**src/rtl/apb_master_ctrl.sv**
```systemverilog
// APB-side master of the AHB2APB bridge: decodes pipelined AHB requests into a
// one-hot peripheral select and sequences APB SETUP/ENABLE phases.
module apb_master_ctrl #(
  parameter logic [31:0] SLV0_BASE   = 32'h8000_0000,
  parameter logic [31:0] SLV1_BASE   = 32'h8400_0000,
  parameter logic [31:0] SLV2_BASE   = 32'h8800_0000,
  parameter int          REGION_BITS = 26
) (
  input  logic        Hclk,
  input  logic        Hreset,
  input  logic        Valid,
  input  logic [31:0] Haddr,
  input  logic [31:0] Hwdata,
  input  logic        Hwrite,
  output logic        Hreadyout,
  output logic        Hresp,
  output logic [31:0] Hrdata,
  output logic        Hrvalid,
  input  logic [31:0] Prdata,
  output logic [2:0]  Pselx,
  output logic        Penable,
  output logic [31:0] Paddr,
  output logic [31:0] Pwdata,
  output logic        Pwrite
);

  typedef enum logic [1:0] {
    ST_IDLE   = 2'd0,
    ST_SETUP  = 2'd1,
    ST_ENABLE = 2'd2
  } state_t;

  state_t      r_state;
  logic [2:0]  w_sel;
  logic        w_mapped;
  logic        w_accept;

  // Region tags compare only the bits above the 64 MB window.
  assign w_sel[0] = (Haddr[31:REGION_BITS] == SLV0_BASE[31:REGION_BITS]);
  assign w_sel[1] = (Haddr[31:REGION_BITS] == SLV1_BASE[31:REGION_BITS]);
  assign w_sel[2] = (Haddr[31:REGION_BITS] == SLV2_BASE[31:REGION_BITS]);
  assign w_mapped = |w_sel;

  assign Hreadyout = (r_state != ST_SETUP);
  assign w_accept  = Valid & Hreadyout;

  // NOTE: all state and registered outputs use non-blocking assignments so every
  // register samples the pre-edge values, independent of statement order.
  always_ff @(posedge Hclk or posedge Hreset) begin
    if (Hreset) begin
      r_state <= ST_IDLE;
      Pselx   <= '0;
      Penable <= 1'b0;
      Paddr   <= '0;
      Pwdata  <= '0;
      Pwrite  <= 1'b0;
      Hrdata  <= '0;
      Hrvalid <= 1'b0;
      Hresp   <= 1'b0;
    end else begin
      Hrvalid <= 1'b0;
      Hresp   <= 1'b0;

      // Read data is captured on the edge that closes ENABLE, whatever follows.
      if (r_state == ST_ENABLE && !Pwrite) begin
        Hrdata  <= Prdata;
        Hrvalid <= 1'b1;
      end

      case (r_state)
        ST_SETUP: begin
          r_state <= ST_ENABLE;
          Penable <= 1'b1;
        end
        ST_IDLE, ST_ENABLE: begin
          if (w_accept && w_mapped) begin
            r_state <= ST_SETUP;
            Pselx   <= w_sel;
            Penable <= 1'b0;
            Paddr   <= Haddr;
            Pwdata  <= Hwdata;
            Pwrite  <= Hwrite;
          end else begin
            // Unmapped accept or end of transfer: drop select, keep address/data.
            r_state <= ST_IDLE;
            Pselx   <= '0;
            Penable <= 1'b0;
            Hresp   <= w_accept;
          end
        end
        default: begin
          r_state <= ST_IDLE;
          Pselx   <= '0;
          Penable <= 1'b0;
        end
      endcase
    end
  end

endmodule

```
**config.mk**
```make
export PLATFORM = sky130hd
export DESIGN_NAME = apb_master_ctrl
export DESIGN_NICKNAME = d
export VERILOG_FILES = /design/src/rtl/apb_master_ctrl.sv
export SDC_FILE = /design/constraint.sdc
export NUM_CORES = 1
export LEC_CHECK = 0
export ABC_AREA = 1
export CORE_ASPECT_RATIO = 0.75
export CORE_MARGIN = 4
export CORE_UTILIZATION = 42
export CTS_BUF_LIST = sky130_fd_sc_hd__clkbuf_8
export DETAILED_ROUTE_END_ITERATION = 7
export PLACE_DENSITY = 0.89
export SETUP_SLACK_MARGIN = 0.2
export SYNTH_ARGS = -nofsm -noshare
export SYNTH_HDL_FRONTEND = slang
export SYNTH_SLANG_ARGS = --single-unit
```
**constraint.sdc**
```tcl
create_clock -name Hclk -period 3.9 [get_ports Hclk]
set_input_delay 0.585 -clock Hclk [delete_from_list [all_inputs] [get_ports Hclk]]
set_output_delay 0.585 -clock Hclk [all_outputs]
set_load 0.01 [all_outputs]
```
==> impl_metrics.ini <==
[timing]
clock.fmax_mhz = 381
worst_pin_slew_ns = 1.08
slew_headroom_pct = 28.0
final.period_utilization_pct = 67.3
finalSetupViolCount = 0
finalHoldViolations = 0
fin_setup_tns_ns = 0
fin_skew_ns = 0.00858
grt_setup_unrepaired = false
final_period_minus_worst_setup_slack_ns = 2.62
slew_viol_final = 0

[setup_path]
launch_instance_of_the_worst_register_to_register_path = r_state[0]
critical_path_peak_fanout = 63
cp_slowest_stage_delay_ns = 0.71
path_cells = clkdlybuf4s50_1, nand2_1, nor2_4, nand3_4, inv_1, nor2_1
cell_with_the_largest_stage_delay_on_the_worst_path = nand3_4
timing.critical_path.to_type = flop
crit_path_start_kind = input pin
reg2reg_setup_slack_ns = 1.90
critPathBufInv = 2
path_class = in -> reg
worst_r2r_path_depth = 6
r2r_endpoint = Paddr[30]
worstPathArrival_ns = 2.86
path_delay_family = simple AND/OR/NAND/NOR gates
worst_ep_required_time_ns = 4.14

[cts]
cts_setup_buffers = 0
cts_sinks = 104
cts_root_buf = clkbuf_8
tritoncts = done
max_h_tree_level = 3
insertion_delay_to_the_later_sink_of_the_worst_skew_pair_ns = 0.35
clk_path_buf_depth = 2
holdBufCountCts = 0
post_cts.resized_instances = 0
clock_pin_slew_worst_setup_and_hold_paths_ns = 0.09
cts_made_buffers = 9

[power]
static_power_due_to_leakage_nw = 3.11
power.ir.vdd_worst_mv = 0.216
power_density_over_the_cells_mw_per_mm2 = 477

[yosys]
yosys-top-cells-area = dfrtp_1, nand2_1, nand4_1
netlist.top_cell.by_area = dfrtp_1
synth_cells = 452
synthDominantCellAreaShare_pct = 62.7
synth_cell_types = 11
synth-warning-count = 0
synth.yosys.seq_area_share_pct = 62.7
synth.avg_cell_area_um2 = 9.18
combined_area_of_all_synthesized_cells_mm2 = 0.00415
yosys_register_bits = 104
syn-num-nets = 552

[drt]
detail_route.wirelength_um = 11800
num_vias = 3731
postRouteAntennaNets = 0
detail_route.wl_per_cell_um = 15.2
drc_violations_left = 0
vias_per_cell = 4.80
drt_first_iter_violations = 260
first_pass_iters = 5

[floorplan]
floorplan.rows = 31
die_y_um = 94.1
initial_cell_density_of_the_core_pct = 43.0
ioPinCount = 204
die_width_um = 123
die_area_mm2 = 0.0116
core_region_area_mm2 = 0.00966

[cells_and_area]
most_common_cell_after_layout_fill_and_taps_aside = nand2_1
design.final.nets = 741
most_frequent_cells_in_the_layout = nand2_1, clkdlybuf4s50_1, dfrtp_1
drive_gt1_share_pct = 3.57
stdcell_area_mm2 = 0.00640
antenna-diode-count = 0
syn_to_final_growth_pct = 54.2

[placement]
postPlaceCellArea_mm2 = 0.00621
count_of_input_and_output_buffers = 203
gp_congestion = 0.760
detailed_place_hpwl_um = 8550

[min_path]
hp-start = Paddr[23]
worstHoldPathType = reg -> reg
timing.hold.worst_endpoint = Paddr[23]
number_of_stages_on_the_worst_hold_path = 2

[global_routing]
pin_count_of_the_biggest_net_entering_global_routing = 92
gr-usage-all-layers_pct = 20.8
grt-ovfl-total = 0
first_pass_grt_wire_length_um = 18900
first_global_vias = 3786
initial_antenna_violation_count = 0

[outcome]
outcome = complete, no violations

[flow_run]
maximum_capacitance_violations = 0
## worst max-delay path by stage
stage / cells past startpoint / slack (ns) / start / end
after floorplan: 1 / 0.58 / Hreset / Hrdata[0]
after global placement: 6 / 0.98 / Haddr[31] / Paddr[30]
after detailed placement: 6 / 0.88 / Haddr[31] / Paddr[30]
after CTS: 6 / 1.28 / Haddr[31] / Paddr[29]
after global routing: 6 / 1.0 / Haddr[31] / Paddr[30]
final: 6 / 1.28 / Haddr[31] / Paddr[30]
## cells in the mapped netlist
cell and count:
buf_2 16, dfrtp_1 104, inv_2 1, nand4_1 62
nand2_1 232, buf_6 6, clkbuf_1 8, nand3_4 1
nor2_1 5, inv_1 16, nor2_4 1
## through the flow
step	worst slack, ns	total power, W	utilization, %	hold WS [ns]	std cells
final	1.28	0.00305	66.3	0.476	777
after global placement	0.976	0.00240	64.3	0.457	762
after global routing	0.998	0.00323	66.3	0.502	777
after CTS	1.28	0.00309	66.3	0.482	777
after detailed placement	0.881	0.00244	64.3	0.458	762
after floorplan	0.583	0.00178	-	0.500	452
## kinds of logic after synthesis
| kind of cell | after synthesis | share of synthesized area, % |
|---|---|---|
| AND/OR/NAND/NOR | 301 | 31.5 |
| buffers and inverters | 47 | 5.82 |
| flip-flops | 104 | 62.7 |
## final cells by class
| class | instances | area [µm²] |
|---|---|---|
| fill | 762 | 3260 |
| sequential | 104 | 2600 |
| timing repair buffer | 208 | 2070 |
| multi-input combinational | 301 | 1310 |
| tap | 132 | 165 |
| clock buffer | 9 | 124 |
| inverter | 17 | 66.3 |
| clock inverter | 6 | 62.6 |
## power breakdown
part / internal, W / switching, W / leakage, nW
Sequential: 0.00131 / 0.000134 / 1.30
Combinational: 0.000562 / 0.000405 / 1.71
Clock: 0.000293 / 0.000352 / 0.0983
Total: 0.00216 / 0.000891 / 3.11
## registers in the layout, indices dropped and copies added, names as in the netlist
signal	flops
Paddr	32
Penable	1
Pwrite	1
Hrvalid	1
Hresp	1
r_state	1
Pselx	3
Pwdata	32
Hrdata	32
## routing by layer
metal  up-vias  GRT usage, %  wire (µm)
met5         -             0          0
met4         0          5.31         85
met3         8          5.30        817
met2       137          33.5       5760
met1      1756          28.3       5120
li1       1830             -          -
## tightest hold or removal path: stages (launching register included)
cell and delay (ns):
dfrtp_1 0.35, nand2_1 0.05, nand2_1 0.05
Power figures use the tool's default switching activity.
